`src/rtl/arb_pkg.sv`:
```
// Shared types and constants for the burst arbiter and its winner picker.
package arb_pkg;

  typedef enum logic [1:0] {
    IDLE  = 2'd0,
    GRANT = 2'd1,
    DRAIN = 2'd2
  } arb_state_e;

  localparam logic ARB_RR    = 1'b0;
  localparam logic ARB_FIXED = 1'b1;

  // Never returns 0, so a 2-channel arbiter still gets a 1-bit index.
  function automatic int clog2_safe(input int n);
    return (n <= 2) ? 1 : $clog2(n);
  endfunction

endpackage

```
`src/rtl/arb_rr_pick.sv`:
```
// Combinational winner picker: rotates the eligible vector by the pointer,
// priority-encodes the lowest set bit, then rotates the index back.
module arb_rr_pick
  import arb_pkg::*;
#(
  parameter int NCH   = 16,
  parameter int IDX_W = clog2_safe(NCH)
) (
  input  logic [NCH-1:0]   elig_i,
  input  logic [IDX_W-1:0] ptr_i,
  input  logic             mode_i,
  output logic [NCH-1:0]   win_o,
  output logic [IDX_W-1:0] idx_o,
  output logic             any_o
);

  localparam logic [IDX_W:0] NCH_L = (IDX_W+1)'(NCH);

  logic [IDX_W-1:0] base;
  logic [2*NCH-1:0] dbl;
  logic [2*NCH-1:0] shifted;
  logic [NCH-1:0]   rot;
  logic [IDX_W-1:0] off;
  logic [IDX_W:0]   sum;

  // Fixed-priority mode is simply round-robin anchored at channel 0.
  assign base    = (mode_i == ARB_FIXED) ? '0 : ptr_i;
  assign dbl     = {elig_i, elig_i};
  assign shifted = dbl >> base;
  assign rot     = shifted[NCH-1:0];

  always_comb begin
    off = '0;
    for (int i = NCH - 1; i >= 0; i--) begin
      if (rot[i]) off = i[IDX_W-1:0];
    end
  end

  always_comb begin
    sum = {1'b0, base} + {1'b0, off};
    if (sum >= NCH_L) sum = sum - NCH_L;
  end

  assign idx_o = sum[IDX_W-1:0];
  assign any_o = |elig_i;
  assign win_o = any_o ? (NCH'(1) << idx_o) : '0;

endmodule

```
`src/rtl/arb_rr_burst.sv`:
```
// N-channel burst arbiter: grants are held for a programmable length (or until
// the owner drops its request), then the SDRAM FIFO must drain before re-arbitration.
module arb_rr_burst
  import arb_pkg::*;
#(
  parameter int NCH   = 16,
  parameter int IDX_W = clog2_safe(NCH),
  parameter int CNT_W = 8
) (
  input  logic             Clk,
  input  logic             Reset,
  input  logic [NCH-1:0]   Req_in,
  input  logic [NCH-1:0]   Mask_in,
  input  logic             Mode,
  input  logic [CNT_W-1:0] Hold_len,
  input  logic             sdram_fifo_empty,
  output logic [NCH-1:0]   Gnt_out,
  output logic [IDX_W-1:0] Gnt_idx,
  output logic             Gnt_valid
);

  localparam logic [IDX_W-1:0] LAST_CH = IDX_W'(NCH - 1);

  arb_state_e       state_q, state_d;
  logic [NCH-1:0]   gnt_q, gnt_d;
  logic [IDX_W-1:0] idx_q, idx_d;
  logic             valid_q, valid_d;
  logic [IDX_W-1:0] ptr_q, ptr_d;
  logic [CNT_W-1:0] cnt_q, cnt_d;

  logic [NCH-1:0]   elig;
  logic [NCH-1:0]   pick_win;
  logic [IDX_W-1:0] pick_idx;
  logic             pick_any;

  assign elig = Req_in & ~Mask_in;

  arb_rr_pick #(
    .NCH   (NCH),
    .IDX_W (IDX_W)
  ) u_pick (
    .elig_i (elig),
    .ptr_i  (ptr_q),
    .mode_i (Mode),
    .win_o  (pick_win),
    .idx_o  (pick_idx),
    .any_o  (pick_any)
  );

  always_comb begin
    state_d = state_q;
    gnt_d   = gnt_q;
    idx_d   = idx_q;
    valid_d = valid_q;
    ptr_d   = ptr_q;
    cnt_d   = cnt_q;
    case (state_q)
      IDLE: begin
        if (pick_any) begin
          state_d = GRANT;
          gnt_d   = pick_win;
          idx_d   = pick_idx;
          valid_d = 1'b1;
          ptr_d   = (pick_idx == LAST_CH) ? '0 : pick_idx + IDX_W'(1);
          // A zero hold length behaves as one cycle.
          cnt_d   = (Hold_len == '0) ? '0 : Hold_len - CNT_W'(1);
        end
      end
      GRANT: begin
        // Only the owner's raw request can end a grant early; its mask bit is ignored here.
        if (cnt_q == '0 || !Req_in[idx_q]) begin
          state_d = DRAIN;
          gnt_d   = '0;
          idx_d   = '0;
          valid_d = 1'b0;
        end else begin
          cnt_d = cnt_q - CNT_W'(1);
        end
      end
      DRAIN: begin
        if (sdram_fifo_empty) state_d = IDLE;
      end
      default: begin
        state_d = IDLE;
        gnt_d   = '0;
        idx_d   = '0;
        valid_d = 1'b0;
      end
    endcase
  end

  always_ff @(posedge Clk or posedge Reset) begin
    if (Reset) begin
      state_q <= IDLE;
      gnt_q   <= '0;
      idx_q   <= '0;
      valid_q <= 1'b0;
      ptr_q   <= '0;
      cnt_q   <= '0;
    end else begin
      state_q <= state_d;
      gnt_q   <= gnt_d;
      idx_q   <= idx_d;
      valid_q <= valid_d;
      ptr_q   <= ptr_d;
      cnt_q   <= cnt_d;
    end
  end

  assign Gnt_out   = gnt_q;
  assign Gnt_idx   = idx_q;
  assign Gnt_valid = valid_q;

endmodule

```
`config.mk`:
```
export PLATFORM = sky130hd
export DESIGN_NAME = arb_rr_burst
export DESIGN_NICKNAME = d
export VERILOG_FILES = /design/src/rtl/arb_pkg.sv /design/src/rtl/arb_rr_pick.sv /design/src/rtl/arb_rr_burst.sv
export SDC_FILE = /design/constraint.sdc
export NUM_CORES = 1
export LEC_CHECK = 0
export BUFFER_PORTS_ARGS = -buffer_cell sky130_fd_sc_hd__clkbuf_2
export CAP_MARGIN = 40
export CORE_MARGIN = 3
export CORE_UTILIZATION = 60
export CTS_BUF_LIST = sky130_fd_sc_hd__clkbuf_16
export DETAILED_ROUTE_END_ITERATION = 8
export PLACE_DENSITY = 0.86
export SYNTH_ARGS = -nofsm -noshare
export SYNTH_HDL_FRONTEND = slang
export SYNTH_SLANG_ARGS = --single-unit
```
`constraint.sdc`:
```
create_clock -name Clk -period 6.4 [get_ports Clk]
set_clock_uncertainty 0.1 [all_clocks]
set_input_delay 1.28 -clock Clk [delete_from_list [all_inputs] [get_ports Clk]]
set_output_delay 1.28 -clock Clk [all_outputs]
set_load 0.05 [all_outputs]
```
==> Word-level counts from Yosys, hierarchy flattened <==
Cells that the tools add are included.
{ "totals": {"latch_bits": 0, "rom_bits": 0, "regBits": 35, "ramBits": 0, "mem_count": 0, "inputBits": 44} }
{ "op_classes": {"bitwise_logic": 3, "mul": 0, "addsub": 5, "magnitude_cmp": 2, "shift": 2, "reduce_logical": 11, "eq_ne": 7, "div": 0, "muxes": 38} }
{ "op_table": {"columns": ["op", "count"], "rows": [
  ["two-way mux 4 bit", 21],
  ["case mux 16 bit (3 select lines)", 1],
  ["two-way mux 16 bit", 2],
  [">> shifter 32 x 4 -> 16 bit", 1],
  ["two-way mux 8 bit", 3],
  ["bitwise AND 16 bit", 1],
  ["zero test 8 bit", 2],
  ["NOT 16 bit", 1],
  ["case mux 8 bit (2 select lines)", 1],
  ["OR reduction 16 bit", 1],
  ["<< shifter 1 x 4 -> 16 bit, first input constant", 1],
  ["subtractor 8 x 1 -> 8 bit, second input constant", 2],
  ["case mux 4 bit (3 select lines)", 1],
  ["AND reduction 3 bit", 3],
  ["!= test 2 bit, second input constant", 4],
  ["two-way mux 2 bit", 3],
  ["case mux 2 bit (3 select lines)", 1],
  ["adder 4 x 4 -> 5 bit", 1],
  ["greater-or-equal comparator 5 bit, second input constant", 1],
  ["less-than comparator 4 x 5 -> 1 bit, second input constant", 1],
  ["adder 4 x 1 -> 4 bit, second input constant", 1],
  ["binary-select mux 1 bit (select 4 bit)", 1],
  ["equality test 4 bit, second input constant", 1],
  ["subtractor 4 x 1 -> 4 bit, second input constant", 1],
  ["10 further kinds", 12]
]} }

==> Depth between registers and ports, before layout <==
{ "depth": {"word_depth": 25, "ltp_mapped": 18} }

==> Hierarchy <==
From an unflattened synthesis, not the netlist that was laid out.
{ "unflattened": {"hier_cells": 477, "area_unflattened_um2": 3857.4} }
{ "modules_own_cells": {"columns": ["module", "seq_area_each_um2", "area_per_inst_um2", "n_inst", "cells_each"], "rows": [
  ["arb_rr_burst", 875.8, 2165.8, 1, 238],
  ["arb_rr_pick", 0.0, 1691.6, 1, 239]
]} }

==> Worst setup path before layout <==
Ideal clock, no wire load.
{ "synth_path": {"path_type": "input port to flip-flop", "startpoint": "input Mode", "endpoint": "register ptr_q[3]", "arrival_ps": 4588, "slack_ps": 1586, "t_required_ps": 6174, "stages": 17, "setup_time_ps": 126, "path_cell_list": "nand2b_1 buf_6 inv_4 mux4_2 mux2i_1 nand2b_1 a21oi_1 a311oi_1 a221oi_1 o21ai_0 ha_1 inv_1 fa_1 inv_1 ha_1 o21ai_0 a311o_1"} }
{ "synth_between": {"elab_chain_cells": 23} }
{ "synth_lines": {"columns": ["item", "line", "source"], "rows": [
  ["start: declaration", "arb_rr_burst.sv:14", "input logic Mode,"],
  ["two-way mux 4 bit (*)", "arb_rr_pick.sv:27", "assign base = (mode_i == ARB_FIXED) ? '0 : ptr_i;"],
  [">> shifter 32 x 4 -> 16 bit", "arb_rr_pick.sv:29", "assign shifted = dbl >> base;"],
  ["two-way mux 4 bit (16 in a row)", "arb_rr_pick.sv:35", "if (rot[i]) off = i[IDX_W-1:0];"],
  ["adder 4 x 4 -> 5 bit (*)", "arb_rr_pick.sv:40", "sum = {1'b0, base} + {1'b0, off};"],
  ["subtractor 4 x 1 -> 4 bit / greater-or-equal comparator 5 bit (equally long branches)", "arb_rr_pick.sv:41", "if (sum >= NCH_L) sum = sum - NCH_L;"],
  ["two-way mux 4 bit (*)", "arb_rr_pick.sv:41", null],
  ["adder 4 x 1 -> 4 bit / equality test 4 bit (equally long branches)", "arb_rr_burst.sv:64", "ptr_d = (pick_idx == LAST_CH) ? '0 : pick_idx + IDX_W'(1);"],
  ["two-way mux 4 bit (*)", "arb_rr_burst.sv:64", null],
  ["end signal: assignment", "arb_rr_burst.sv:105", "ptr_q <= ptr_d;"],
  ["end: declaration", "arb_rr_burst.sv:28", "logic [IDX_W-1:0] ptr_q, ptr_d;"]
]} }
Mark *: on every way between the ends. The rest lies on a longest branch, timed or not.
A chain may end at the register's enable or synchronous reset.

==> Worst setup path in the final report <==
{ "layout_path": {"startpoint": "input Mode", "endpoint": "register gnt_q[5], in the netlist Gnt_out[5]"} }
{ "layout_between": {"elab_chain_cells": 24} }
{ "layout_lines": {"columns": ["item", "line", "source"], "rows": [
  ["two-way mux 4 bit (*)", "arb_rr_pick.sv:27", null],
  [">> shifter 32 x 4 -> 16 bit", "arb_rr_pick.sv:29", null],
  ["two-way mux 4 bit (16 in a row)", "arb_rr_pick.sv:35", null],
  ["adder 4 x 4 -> 5 bit (*)", "arb_rr_pick.sv:40", null],
  ["subtractor 4 x 1 -> 4 bit / greater-or-equal comparator 5 bit (equally long branches)", "arb_rr_pick.sv:41", null],
  ["two-way mux 4 bit (*)", "arb_rr_pick.sv:41", null],
  ["<< shifter 1 x 4 -> 16 bit (*)", "arb_rr_pick.sv:46", "assign win_o = any_o ? (NCH'(1) << idx_o) : '0;"],
  ["two-way mux 16 bit (*)", "arb_rr_burst.sv:59", "if (pick_any) begin"],
  ["case mux 16 bit (3 select lines) (*)", "arb_rr_burst.sv:57", "case (state_q)"],
  ["end signal: assignment", "arb_rr_burst.sv:102", "gnt_q <= gnt_d;"],
  ["end: declaration", "arb_rr_burst.sv:25", "logic [NCH-1:0] gnt_q, gnt_d;"]
]} }
Mark *: on every way between the ends. The rest lies on a longest branch, timed or not. The select of a mux whose other input is x is not followed.

==> qor.txt <==
PLACEMENT
-------------------------------------------------------------------------------
Worst-case setup slack after placement                                 0.879 ns
Placed wire-length estimate after detailed placement                    6.05 mm
Routability Congestion                                                    0.878
Buffers on Ports                                                             64

DIE
-------------------------------------------------------------------------------
Placeable core area                                                  4880 sq um
I/O pin count                                                                65
Initial core utilization                                                  0.642
Number of placement rows                                                     25
Die area                                                             6130 sq um
Height of the die                                                       78.3 um
Horizontal extent of the die                                            78.3 um

YOSYS
-------------------------------------------------------------------------------
Number of nets produced by synthesis                                        383
Cell types occupying the most area after synthesis                 dfrtp_1, mux4_2, nand2_1
Yosys top cell by area                                                  dfrtp_1
Post-Syn Instances                                                          328
Summed instance area of the synthesized netlist                      3130 sq um
Share of Yosys cell area claimed by the top area cell type                0.279
Unique cell type count in the Yosys netlist                                  56
Most used flip-flop cell after synthesis                                dfrtp_1
Async set-or-reset flop fraction in the synthesized netlist                1.00
Count of flip-flops with a built-in enable after synthesis                    0
Number of synthesized register bits                                          35
Most used standard cells in the synthesized netlist                nand2_1, dfrtp_1, nand2b_1
Register area share after synthesis                                       0.279
Avg Synthesized Cell Area                                            9.56 sq um
Count of synthesis-stage warnings from yosys                                  0
Library cell with the highest instance count after synthesis            nand2_1

LAYOUT
-------------------------------------------------------------------------------
Layout cell share with drive strength beyond 1                            0.281
Core occupancy in the finished layout                                     0.747
Antenna cell count                                                            0
Total Nets Final                                                            442
Area growth, synth to finish                                              16.3%

WORST SETUP PATH
-------------------------------------------------------------------------------
CP max stage cell                                                        mux4_2
Critical path's largest stage delay                                     0.57 ns
Endpoint required time on the critical path                             6.50 ns
Critical path fanouts, max                                                    9
Cell type with the highest occurrence count on the critical path       nand2b_1
Crit start category                                                primary input
Crit end category                                                          flop
Worst path top cell family by delay                                simple AND/OR/NAND/NOR gates
Critical path, cell by cell                                        clkbuf_2, nand2b_1, inv_4, mux4_2, mux2i_1, nand2b_1, a21oi_1, a311oi_1, a221oi_1, o21ai_0, ha_1, inv_1, fa_1, xnor2_1, and2_1, nand2_1, o21ai_1
Worst path buffer plus inverter count                                         3
Type of the worst setup path                                       primary input to flop
Data arrival time of the critical path                                  5.52 ns

OUTCOME
-------------------------------------------------------------------------------
Run status                                                         complete, no violations

CLOCK NETWORK
-------------------------------------------------------------------------------
CTS tree                                                                  built
Buffers inserted by post-CTS timing repair                                    0
CTS H-Tree Depth                                                              2
Root buf cell                                                         clkbuf_16
Clock transition at path regs                                           0.05 ns
CTS resizes                                                                   0
Maximum number of buffers from clock root to sink                             2
Clock buffers created by TritonCTS                                            5
Post-CTS Hold Fix Bufs                                                        0
Clk sink count                                                               35
Clock Latency Late Sink                                                 0.28 ns

ROUTING
-------------------------------------------------------------------------------
Residual DRC                                                                  0
Starting DRT DRC Count                                                      250
Wire length reported by the detailed router                             8.15 mm
Mean number of vias per cell                                               6.49
Post-detailed-route count of antenna-violating nets                           0
Router iterations before antenna repair                                       5
Wire length per cell after detailed routing                             17.9 um
Total via count after detailed routing                                    2,955

STA
-------------------------------------------------------------------------------
Crit share post-route                                                     0.847
Period minus WS final                                                   5.42 ns
Setup TNS                                                                  0 ns
Number of slew-limit violations in the final report                           0
Max Clk Rate                                                          0.185 GHz
Unrepaired setup endpoints after global routing                              no
Slew at the pin with the worst max-slew slack                          0.869 ns
Post-route setup slack                                                 0.980 ns
Final Hold Vio Count                                                          0
Worst slew margin relative to its limit                                   0.420
Final count of negative-setup-slack endpoints                                 0

GRT
-------------------------------------------------------------------------------
Overflow left after global routing                                            0
Total Routing Usage GR                                                    0.284
Antenna violations before repair                                              0
Via count of the first global-routing pass                                2,876
Wire length of the first global-routing pass                            13.9 mm
Largest net degree at the start of global routing                            36

POWER AND IR DROP
-------------------------------------------------------------------------------
Peak supply drop                                                       0.457 mV
Cell Pwr Density                                                    521 nW/um^2
Static power due to leakage                                             1.63 nW

HOLD PATH
-------------------------------------------------------------------------------
Hold Crit Class                                                    flop to flop

FLOW RUN
-------------------------------------------------------------------------------
Total of max-cap violations                                                   0

[routing by layer]
| layer | wire [um] | up-vias | global-route usage |
|---|---|---|---|
| met4 | 199 | 0 | 0.0874 |
| met1 | 3240 | 1410 | 0.375 |
| met3 | 639 | 26 | 0.0493 |
| li1 | - | 1362 | - |
| met2 | 4080 | 157 | 0.480 |
| met5 | 0 | - | 0 |
[through the flow]
| stage | area (sq um) | cells | hold WS [ns] | total power, W |
|---|---|---|---|---|
| 6_report | 3650 | 455 | 0.390 | 0.00190 |
| 5_1_grt | 3650 | 455 | 0.407 | 0.00204 |
| 4_1_cts | 3650 | 455 | 0.393 | 0.00189 |
| 3_5_place_dp | 3480 | 447 | 0.376 | 0.00159 |
| 3_3_place_gp | 3480 | 447 | 0.370 | 0.00156 |
| 2_1_floorplan | 3130 | 328 | 0.347 | 0.00134 |
[report_power, final]
| part | leakage [nW] | internal, W | total [W] | switching [W] |
|---|---|---|---|---|
| clock | 0.0812 | 0.000181 | 0.000267 | 0.0000861 |
| combinational | 1.09 | 0.000456 | 0.00125 | 0.000791 |
| sequential | 0.456 | 0.000307 | 0.000386 | 0.0000782 |
| total | 1.63 | 0.000945 | 0.00190 | 0.000955 |
[final timing paths]
check | start | endpoint | slack (ns) | cells after the start
max in group asynchronous | Reset | Gnt_out[1] | 4.92 | 3
worst max-delay path | Mode | Gnt_out[5] | 0.98 | 17
worst max register to register | ptr_q[2] | Gnt_out[5] | 1.81 | 16
worst min register to register | ptr_q[1] | ptr_q[1] | 0.39 | 2
worst min-delay path | ptr_q[1] | ptr_q[1] | 0.39 | 2
min in group asynchronous | Reset | cnt_q[6] | 0.97 | 3
[cell families after synthesis]
family / count (synthesis) / synth area share
and+or+nand+nor: 127 / 0.208
AOI/OAI and AO/OA: 80 / 0.189
muxes: 39 / 0.212
DFF: 35 / 0.279
buffers and inverters: 28 / 0.0427
adders and majority gates: 11 / 0.0463
xor gates and xnor gates: 8 / 0.0224
[state kept, by name, indices dropped and copies added (netlist names)]
register   count
Gnt_idx        4
Gnt_out       16
Gnt_valid      1
cnt_q          8
ptr_q          4
state_q        2
[cell type report]
| class | count | area (sq um) |
|---|---|---|
| clock buffers | 5 | 125 |
| multi-input cells | 265 | 2120 |
| inverters | 12 | 47.5 |
| clock inverters | 3 | 38.8 |
| well taps | 67 | 83.8 |
| flip-flops and latches | 35 | 876 |
| repair buffers | 68 | 350 |
| fillers | 360 | 1230 |
[cell usage in the layout (no fill, tap or decap), types with 2 or more instances in the layout]
master and instances:
nor2b_1 5, nand2b_1 22, nand4b_1 2, nor3_1 14, mux2i_1 12, ha_1 10, clkbuf_2 64, a31oi_1 3
o22ai_1 6, dfrtp_1 35, nand4_1 5, inv_2 2, a22o_1 8, xnor2_1 6, nand2_1 37, nor3b_1 7
mux2_2 5, o21ai_1 9, inv_1 9, a32o_1 8, buf_4 4, a211oi_1 2, o21a_1 3, or3_1 4
o32ai_1 2, o22a_1 2, a21oi_1 7, o31ai_1 2, o21ai_0 14, xor2_1 2, nand3_1 3, and2_1 2
a21o_1 2, and3_1 2, nor2_1 20, clkbuf_16 5, o21bai_1 2, mux4_2 21
[worst register-to-register path: stages, from the launching register on]
cell and delay, ns:
dfrtp_1 0.37, nand2b_1 0.29, inv_4 0.24, mux4_2 0.57, mux2i_1 0.31, nand2b_1 0.16, a21oi_1 0.07, a311oi_1 0.26
a221oi_1 0.12, o21ai_0 0.22, ha_1 0.21, inv_1 0.06, fa_1 0.37, xnor2_1 0.48, and2_1 0.41, nand2_1 0.13
o21ai_1 0.15
Power figures use the tool's default switching activity.
